### src/rtl/stream_mux_4x1.sv
// -----------------------------------------------------------------------------
// stream_mux_4x1
//
// Merges four valid/ready packet streams into one output stream. Arbitration
// is round-robin at packet granularity: once the first word of a multi-word
// packet is accepted from a channel, that channel is locked until its last
// word passes, so packets are never interleaved on the output.
//
// The output side is a single register stage driven only from flops. A new
// word can be loaded whenever the register is empty or is being drained in
// the same cycle, which gives full 1 word/cycle throughput.
//
// Ports
//   clk        - clock, all state updates on the rising edge
//   rst_n      - asynchronous active-low reset
//   in_valid   - per-channel word valid (bit k = channel k)
//   in_data    - channel k data at [k*WIDTH +: WIDTH]
//   in_last    - per-channel end-of-packet flag, qualified by in_valid[k]
//   in_ready   - per-channel accept, at most one bit high
//   out_valid  - output word valid
//   out_data   - output word
//   out_last   - end-of-packet flag of the output word
//   out_sel    - source channel of the output word
//   out_ready  - downstream accept
//
// FSM states
//   state | meaning
//   ARB   | no packet open; round-robin search starting at ptr
//   HOLD  | packet open on lock_ch; only lock_ch may be accepted
// -----------------------------------------------------------------------------
module stream_mux_4x1 #(
    parameter int WIDTH = 8
) (
    input  logic                 clk,
    input  logic                 rst_n,
    input  logic [3:0]           in_valid,
    input  logic [4*WIDTH-1:0]   in_data,
    input  logic [3:0]           in_last,
    output logic [3:0]           in_ready,
    output logic                 out_valid,
    output logic [WIDTH-1:0]     out_data,
    output logic                 out_last,
    output logic [1:0]           out_sel,
    input  logic                 out_ready
);

    typedef enum logic {
        ARB  = 1'b0,
        HOLD = 1'b1
    } state_t;

    state_t             state_q,     state_d;
    logic [1:0]         ptr_q,       ptr_d;
    logic [1:0]         lock_ch_q,   lock_ch_d;
    logic               out_valid_q, out_valid_d;
    logic [WIDTH-1:0]   out_data_q,  out_data_d;
    logic               out_last_q,  out_last_d;
    logic [1:0]         out_sel_q,   out_sel_d;

    logic               load_en;
    logic               grant_vld;
    logic [1:0]         grant_ch;
    logic               accept;
    logic [WIDTH-1:0]   grant_data;
    logic               grant_last;

    // The output register can take a new word when it is empty or when its
    // current word leaves this cycle.
    assign load_en = !out_valid_q || out_ready;

    // Grant selection. In ARB the search walks ptr, ptr+1, ptr+2, ptr+3; the
    // loop runs from the farthest offset down so the nearest valid channel is
    // the one left standing. In HOLD only the locked channel is considered.
    always_comb begin
        logic [1:0] cand;
        grant_vld = 1'b0;
        grant_ch  = ptr_q;
        cand      = ptr_q;
        if (state_q == HOLD) begin
            grant_ch  = lock_ch_q;
            grant_vld = in_valid[lock_ch_q];
        end else begin
            for (int i = 3; i >= 0; i--) begin
                cand = ptr_q + 2'(i);
                if (in_valid[cand]) begin
                    grant_vld = 1'b1;
                    grant_ch  = cand;
                end
            end
        end
    end

    assign accept     = load_en && grant_vld;
    assign grant_data = in_data[grant_ch*WIDTH +: WIDTH];
    assign grant_last = in_last[grant_ch];

    // rst_n gates the ready vector so nothing is offered upstream while the
    // block is held in reset, even though the registers already read idle.
    always_comb begin
        in_ready = 4'b0000;
        if (accept && rst_n) begin
            in_ready = 4'b0001 << grant_ch;
        end
    end

    // Next-state: packet tracking and round-robin pointer.
    always_comb begin
        state_d   = state_q;
        ptr_d     = ptr_q;
        lock_ch_d = lock_ch_q;
        if (accept) begin
            if (grant_last) begin
                // Packet closes: next search starts one past the sender, so a
                // single-word packet never visits HOLD.
                state_d = ARB;
                ptr_d   = grant_ch + 2'd1;
            end else if (state_q == ARB) begin
                state_d   = HOLD;
                lock_ch_d = grant_ch;
            end
        end
    end

    // Output register: load on accept, clear valid on a drain without a
    // refill, otherwise hold every field.
    always_comb begin
        out_valid_d = out_valid_q;
        out_data_d  = out_data_q;
        out_last_d  = out_last_q;
        out_sel_d   = out_sel_q;
        if (accept) begin
            out_valid_d = 1'b1;
            out_data_d  = grant_data;
            out_last_d  = grant_last;
            out_sel_d   = grant_ch;
        end else if (out_ready) begin
            out_valid_d = 1'b0;
        end
    end

    always_ff @(posedge clk or negedge rst_n) begin
        if (!rst_n) begin
            state_q     <= ARB;
            ptr_q       <= 2'd0;
            lock_ch_q   <= 2'd0;
            out_valid_q <= 1'b0;
            out_data_q  <= '0;
            out_last_q  <= 1'b0;
            out_sel_q   <= 2'd0;
        end else begin
            state_q     <= state_d;
            ptr_q       <= ptr_d;
            lock_ch_q   <= lock_ch_d;
            out_valid_q <= out_valid_d;
            out_data_q  <= out_data_d;
            out_last_q  <= out_last_d;
            out_sel_q   <= out_sel_d;
        end
    end

    assign out_valid = out_valid_q;
    assign out_data  = out_data_q;
    assign out_last  = out_last_q;
    assign out_sel   = out_sel_q;

endmodule

### config.mk
export PLATFORM = sky130hd
export DESIGN_NAME = stream_mux_4x1
export DESIGN_NICKNAME = d
export VERILOG_FILES = /design/src/rtl/stream_mux_4x1.sv
export SDC_FILE = /design/constraint.sdc
export NUM_CORES = 1
export LEC_CHECK = 0
export ABC_AREA = 0
export CAP_MARGIN = 10
export CORE_ASPECT_RATIO = 0.5
export CORE_MARGIN = 2
export CORE_UTILIZATION = 37
export CTS_CLUSTER_DIAMETER = 60
export CTS_CLUSTER_SIZE = 30
export DETAILED_ROUTE_END_ITERATION = 8
export PLACE_DENSITY = 0.82
export SLEW_MARGIN = 15
export SYNTH_ARGS = -nofsm -noshare
export SYNTH_HDL_FRONTEND = slang
export SYNTH_SLANG_ARGS = --single-unit
### constraint.sdc
create_clock -name clk -period 2.7 [get_ports clk]
set_input_delay 0.675 -clock clk [delete_from_list [all_inputs] [get_ports clk]]
set_output_delay 0.675 -clock clk [all_outputs]
set_load 0.03 [all_outputs]
# Word-level counts from Yosys, hierarchy flattened
# Cells that the tools add are included.
# word_totals
wordCells,54
reg_bits,17
in_bits,43
output_inout_bits,16
# classes
n_bitwise,2
n_mux,26
n_shift,2
n_lt_le_gt_ge,6
n_reduce_logical,7
addsub,4
# op_table
op,count
$shiftx 32x6->8,1
$lt 2x3->1 const B,6
$mux 1,14
$bmux 1 s2,6
$mux 2,5
$add 2x1->2 const B,2
$add 2x2->2 const B,2
$mux 4,1
$shl 1x2->4 const A,1
$reduce_and 3->1,1
$logic_and 1x1->1,2
$not 1->1,2
$reduce_and 2->1,1
$reduce_bool 2->1,1
$logic_not 1->1,1
$logic_or 1x1->1,1

# Depth between registers and ports, before layout
# Gate-level depths: netlist of the first run.
# depth
depth_word,12
mapped_depth,8
ltp_nobuf,7

# Worst setup path before layout of the first run
# Ideal clock, no wire load.
# synth_timing
path_type,input to output
start,input in_valid[1]
end,output in_ready[2]
required_ns,2.025
cell_stages,7
path_buffers,1
slack_ns,-0.155
t_arrival_ns,2.180
path_cell_list,nor2b_1 -> o32a_1 -> o211a_2 -> inv_4 -> buf_4 -> ha_1 -> and3_1
# synth_via
word_cells_on_any_way,24
classes_between,1 x shift; 21 x mux; 2 x reduce/logical
# synth_rtl
element,line,source
start: declaration,36,"input logic [3:0] in_valid,"
$bmux 1 s2,85,if (in_valid[cand]) begin
$mux 1 (not written as such),85,
$mux 2 (3 in a row),85,
$mux 2 (*),85,
$mux 2 (*),79,if (state_q == HOLD) begin
named net grant_ch[0],62,logic [1:0] grant_ch;
$shl 1x2->4 (*),102,in_ready = 4'b0001 << grant_ch;
$mux 4 (*),101,if (accept && rst_n) begin
end: declaration,39,"output logic [3:0] in_ready,"
# The timed path passes the listed nets; every way through them passes the cells marked *. The select of a mux whose other input is x is not followed.

# Worst setup path after layout of the first run
# Same ends and word-level chain as after synthesis.

==> reports/results.ini, run 1 <==
[sta]
finalHoldViolations = 0
min_period_over_period = 1.02
tns_ns = -0.115
maxSlewHeadroom = 0.700
setup-violations-final = 4
rsz0062_at_grt = yes
drv_slew = 0
tightest_slew_ns = 0.447
timing.hold.ws_ns = 0.489
skew_ns = 0.00522
fin_crit_ns = 2.75
fmax_ghz = 0.364
layout_setup_ws_ns = -0.0484

[finish]
utilization = 0.710
fin_nets = 254
final_cell_count_no_fill = 246
drive_gt1_frac = 0.330
syn_to_final_growth_pct = 77.6
design_area_um2 = 2200
nFillCells = 223
antenna_cells = 0

[placement]
place_ws_ns = -0.650
dpl-instance-area_um2 = 2000
port-buffer-count = 58
placedCellCount = 234
place_congestion = 0.880
hpwl_um = 2850

[worst_setup_path]
worstSetupPathType = input pin to output pin
path_buf_inv = 3
crit_start = in_valid[1]
crit_chain = buf_6 > nor2b_1 > o32a_1 > o211a_4 > inv_6 > ha_1 > and3_4 > buf_6
crit_required_ns = 2.03
r2r_end = ptr_q[1]$_DFFE_PN0P_
endpoint = in_ready[2]
crit_top_cell = buf_6
path_depth = 8
cp_top_family = compound AO/OA/AOI/OAI gates
critPathMaxStageDelay_ns = 0.33
critPathSlowestCell = o32a_1
critPathCaptureType = output pin
reg2regPathDepth = 10
crit_arrival_ns = 2.07
r2r_start = ptr_q[1]$_DFFE_PN0P_
start_kind = input pin
r2r_slack_ns = 0.36
worstPathMaxFanout = 8

[power]
ir_drop_uv = 497
power_mw = 2.52
switchingPower_mw = 1.10
internal_power_mw = 1.42
p_leak_nw = 0.973
swShare = 0.437
combPwrFrac = 0.728
powerDensity_nw_per_um2 = 1150
clock_power_share = 0.077
sequentialPowerShare = 0.196

[job]
cap_violations = 0

[cts]
cts.clk_slew.worst_paths_ns = 0.06
tritoncts = built
cts.sinks = 17
cts_buffers = 3
root_buffer = clkbuf_8
clockBufferDepth = 2
h-tree-depth = 1
worstSkewPairLatency_ns = 0.26

[drt]
m1WireLength_um = 1620
route.met3.wl_um = 151
postRouteAntennaNets = 0
remaining_drc_errors = 0
drt-initial-drc-count = 37
first_pass_iters = 6
vias_per_cell = 5.27
top_layer_used = met4
met2WireLength_um = 2000
vias = 1297
routed_wl_um = 3800
wire_per_inst_um = 15.5

[status]
violations = negative setup slack
outcome = finished with violations

[logic_synthesis]
syn_area_um2 = 1240
ys_warn_count = 0
synth_cell_type_count = 41
synth-seq-cells = 17
yosys-top-cells-area = dfrtp_1, mux2i_1, o221ai_1, nand2_1, ha_1
syn-num-nets = 166
synth_cells = 119
syn_avg_cell_area_um2 = 10.4
synth_commonest_cells = dfrtp_1, mux2i_1, nand2_1
ys_seq_area_frac = 0.343
synthFlopType = dfrtp_1
synthDominantCellAreaShare = 0.343
synth_edf_count = 0
async_flop_share = 1.00
yosys.area.top_type = dfrtp_1

[grt]
gr-total-overflow = 0
grt_pass1_wl_um = 6190
grt_pass1_vias = 1288
grt_max_degree = 15
antenna_found_initial = 0
grt_usage = 0.210

[floorplanning]
core_area_um2 = 3100
die_w_um = 85.9
row_count = 14
fp.dieH_um = 44.9
io-pin-count = 59
die-area_um2 = 3860
initial_core_util = 0.400

[worst_hold_path]
hold_class = register to register

==> sequential cells by signal (all words and copies together) (netlist names) <==
name       cells
out_sel        2
out_valid      1
ptr_q          2
out_data       8
out_last       1
lock_ch_q      2
state_q        1
==> worst min-delay path: cells and delay by family, from the launching register on <==
kind | cells | cell delay [ns]
DFF | 1 | 0.34
AOI/OAI and AO/OA | 1 | 0.06
and+or+nand+nor | 1 | 0.05
==> power groups by stage <==
stage / logic, mW / clock network [mW] / registers, mW
final: 1.84 / 0.193 / 0.494
after global routing: 1.96 / 0.213 / 0.510
after CTS: 1.76 / 0.201 / 0.497
after detailed placement: 1.59 / 0 / 0.489
after global placement: 1.55 / 0 / 0.487
after floorplan: 0.881 / 0 / 0.618
==> cell type report <==
cell class | instances | area, um2 | share of cell area
well taps | 40 | 50.0 | 0.0227
clock buffers | 4 | 45.0 | 0.0205
multi-input cells | 93 | 843 | 0.383
inverters | 4 | 20.0 | 0.00909
repair buffers | 88 | 817 | 0.371
flip-flops and latches | 17 | 427 | 0.194
==> layout by cell type, fill, tap and decap left out, types with 3 or more instances in the layout <==
master           count
o221ai_1             8
buf_4               29
mux2i_1             17
clkbuf_8             3
nand2_1             16
buf_6                7
dfrtp_1             16
nor2_1               3
and3_4               3
nor2_2               3
a21oi_1              3
clkdlybuf4s50_1     50
o21ai_1              3
==> per-layer routing <==
layer  vias to the layer above  track usage
met5                         -            0
met4                         0       0.0413
met3                         7       0.0457
met2                        41        0.392
met1                       624        0.257
li1                        625            -
==> cells by family after synthesis <==
group                    Yosys count  synth area share
AND/OR/NAND/NOR                   37             0.151
AO/OA/AOI/OAI                     32             0.244
multiplexers                      20             0.180
flip-flops                        17             0.343
buffers and inverters              9            0.0414
adder cells (fa/ha/maj)            4            0.0404
==> repair_timing <==
| action | CTS | global route |
|---|---|---|
| hold buffers | 0 | 0 |
| pin swaps | 6 | 1 |
| setup buffers | 6 | 2 |
| resized for setup | 42 | 4 |
| endpoints found under the setup margin | 15 | 4 |
==> worst min path at each step <==
stage	startpoint	to	slack, ns	cells past startpoint
final	out_data[0]$_DFFE_PN0P_	out_data[0]$_DFFE_PN0P_	0.49	2
after global routing	out_last$_DFFE_PN0P_	out_last$_DFFE_PN0P_	0.52	1
after CTS	out_data[0]$_DFFE_PN0P_	out_data[0]$_DFFE_PN0P_	0.49	2
after detailed placement	out_sel[1]$_DFFE_PN0P_	out_sel[1]$_DFFE_PN0P_	0.47	2
after global placement	out_last$_DFFE_PN0P_	out_last$_DFFE_PN0P_	0.46	1
after floorplan	rst_n	lock_ch_q[0]$_DFFE_PN0P_	0.38	0
No activity file was read; power rests on OpenSTA's default activity.
==> run 2, diff against run 1 <==
--- a/config.mk
+++ b/config.mk
@@ -9,11 +9,12 @@
 export CAP_MARGIN = 10
 export CORE_ASPECT_RATIO = 0.5
 export CORE_MARGIN = 2
-export CORE_UTILIZATION = 37
+export CORE_UTILIZATION = 40
 export CTS_CLUSTER_DIAMETER = 60
 export CTS_CLUSTER_SIZE = 30
 export DETAILED_ROUTE_END_ITERATION = 8
-export PLACE_DENSITY = 0.82
+export PLACE_DENSITY = 0.84
+export SETUP_SLACK_MARGIN = 0.2
 export SLEW_MARGIN = 15
 export SYNTH_ARGS = -nofsm -noshare
 export SYNTH_HDL_FRONTEND = slang
==> constraint.sdc (replaced) <==
create_clock -name clk -period 3.1 [get_ports clk]
set_input_delay 0.775 -clock clk [delete_from_list [all_inputs] [get_ports clk]]
set_output_delay 0.775 -clock clk [all_outputs]
set_load 0.03 [all_outputs]
==> reports/results.ini, run 2 (synthesis results as in run 1) <==
[sta]
fmax_ghz = 0.340
finalHoldViolations = 0  ; unchanged
maxSlewHeadroom = 0.716  ; was 0.700
rsz0062_at_grt = yes  ; unchanged
fin_crit_ns = 2.94
timing.hold.ws_ns = 0.486  ; was 0.489 ns
min_period_over_period = 0.949
tightest_slew_ns = 0.427  ; was 0.447 ns
drv_slew = 0  ; unchanged
skew_ns = 0.00325  ; was 0.00522 ns
setup-violations-final = 0  ; was 4

[worst_setup_path]
crit_arrival_ns = 2.17  ; was 2.07 ns
r2r_slack_ns = 0.42  ; was 0.36 ns
critPathMaxStageDelay_ns = 0.33  ; about the same
start_kind = input pin  ; unchanged
r2r_start = ptr_q[1]$_DFFE_PN0P_  ; unchanged
endpoint = in_ready[2]  ; unchanged
reg2regPathDepth = 13  ; was 10
worstPathMaxFanout = 6  ; was 8
r2r_end = out_data[1]$_DFFE_PN0P_  ; was ptr_q[1]$_DFFE_PN0P_
crit_chain = buf_12 > nor2b_1 > o32a_1 > o211a_4 > inv_6 > ha_1 > and3_4 > buf_6  ; was buf_6 > nor2b_1 > o32a_1 > o211a_4 > inv_6 > ha_1 > and3_4 > buf_6
worstSetupPathType = input pin to output pin  ; unchanged
critPathSlowestCell = o32a_1  ; unchanged
crit_required_ns = 2.32  ; was 2.03 ns
critPathCaptureType = output pin  ; unchanged
crit_start = in_valid[1]  ; unchanged

[floorplanning]
die_w_um = 82.7  ; was 85.9 um
io-pin-count = 59  ; unchanged
row_count = 14  ; unchanged
die-area_um2 = 3590  ; was 3860 um2
initial_core_util = 0.416  ; was 0.400
core_area_um2 = 2980  ; was 3100 um2
fp.dieH_um = 43.4  ; was 44.9 um

[cts]
h-tree-depth = 1  ; unchanged
clockBufferDepth = 2  ; unchanged
holdBufCountCts = 0  ; unchanged
tritoncts = built  ; unchanged
root_buffer = clkbuf_8  ; unchanged
cts.clk_slew.worst_paths_ns = 0.06  ; about the same
cts.sinks = 17  ; unchanged
cts_buffers = 3  ; unchanged
worstSkewPairLatency_ns = 0.25  ; was 0.26 ns

[worst_hold_path]
holdPathStages = 2  ; unchanged
hold_class = register to register  ; unchanged

[drt]
wire_per_inst_um = 15.1  ; was 15.5 um
routed_wl_um = 3660  ; was 3800 um
remaining_drc_errors = 0  ; unchanged
vias_per_cell = 5.27  ; about the same
first_pass_iters = 4  ; was 6
postRouteAntennaNets = 0  ; unchanged
vias = 1276  ; was 1,297
drt-initial-drc-count = 46  ; was 37

[power]
internal_power_mw = 1.16  ; was 1.42 mW
sequentialPowerShare = 0.212  ; was 0.196
combPwrFrac = 0.711  ; was 0.728
power_mw = 2.09  ; was 2.52 mW
ir_drop_uv = 583  ; was 497 uV
switchingPower_mw = 0.929  ; was 1.10 mW
swShare = 0.445  ; was 0.437
powerDensity_nw_per_um2 = 951  ; was 1150 nW/um2
clock_power_share = 0.077  ; about the same
p_leak_nw = 0.964  ; was 0.973 nW

[finish]
layout_common_cells = clkdlybuf4s50_1, buf_4, mux2i_1, dfrtp_1, nand2_1  ; was clkdlybuf4s50_1, buf_4, mux2i_1, nand2_1, dfrtp_1
antenna_cells = 0  ; unchanged
syn_to_final_growth_pct = 77.0  ; was 77.6%
fin_nets = 250  ; was 254
utilization = 0.737  ; was 0.710
final_common_cell = clkdlybuf4s50_1  ; unchanged
drive_gt1_frac = 0.322  ; was 0.330
largest_reg_flops = 8  ; unchanged

[placement]
port-buffer-count = 58  ; unchanged
hpwl_um = 2630  ; was 2850 um
place_congestion = 0.776  ; was 0.880

[grt]
gr-total-overflow = 0  ; unchanged
grt_max_degree = 15  ; unchanged
grt_pass1_vias = 1314  ; was 1,288
antenna_found_initial = 0  ; unchanged
grt_usage = 0.223  ; was 0.210
grt_pass1_wl_um = 6060  ; was 6190 um

[job]
cap_violations = 0  ; unchanged

[status]
outcome = completed  ; was finished with violations

## run 2: cell type report
cell class	count	area [um2]
Multi-Input combinational cell	93	861
Clock buffer	4	45.0
Tap cell	40	50.0
Timing Repair Buffer	84	793
Sequential cell	17	425
Inverter	4	20.0
Fill cell	217	783
## run 2: metal layers
| metal | track usage | part of all wire |
|---|---|---|
| met4 | 0.0393 | 0.0030 |
| met5 | 0 | 0 |
| met3 | 0.0375 | 0.026 |
| met1 | 0.280 | 0.43 |
| met2 | 0.415 | 0.54 |
## run 2: power groups by stage
stage | logic [mW] | clock network (mW) | registers (mW)
2_1_floorplan | 0.768 | 0 | 0.538
3_3_place_gp | 1.27 | 0 | 0.430
3_5_place_dp | 1.29 | 0 | 0.434
4_1_cts | 1.46 | 0.166 | 0.440
5_1_grt | 1.60 | 0.179 | 0.454
6_report | 1.48 | 0.161 | 0.442
## run 2: worst min-delay path by stage
stage | startpoint | endpoint | slack [ns]
floorplan | rst_n | lock_ch_q[0]$_DFFE_PN0P_ | 0.48
global placement | out_last$_DFFE_PN0P_ | out_last$_DFFE_PN0P_ | 0.47
detailed placement | out_sel[0]$_DFFE_PN0P_ | out_sel[0]$_DFFE_PN0P_ | 0.48
CTS | out_sel[0]$_DFFE_PN0P_ | out_sel[0]$_DFFE_PN0P_ | 0.49
global route | out_last$_DFFE_PN0P_ | out_last$_DFFE_PN0P_ | 0.51
finish | out_sel[0]$_DFFE_PN0P_ | out_sel[0]$_DFFE_PN0P_ | 0.49
## run 2: worst max-delay path, delay by kind of cell
kind	cells	cell delay, ns
buf+inv	3	0.31
fa+ha+maj	1	0.15
compound gates	2	0.62
simple gates	2	0.31
## run 2: through the flow
stage	setup TNS (ns)	setup slack [ns]	std cells	area, um2
global placement	-1.43	-0.364	226	1940
floorplan	0	0.209	119	1260
detailed placement	-1.48	-0.383	226	1940
CTS	0	0.187	239	2150
global route	0	0.0977	242	2190
finish	0	0.160	242	2190
## run 2: what timing repair did
item | 4_1_cts | 5_1_grt
setup buffers | 9 | 3
setup endpoints to repair | 4 | 12
pin swaps | 8 | 4
gates resized for setup | 46 | 5
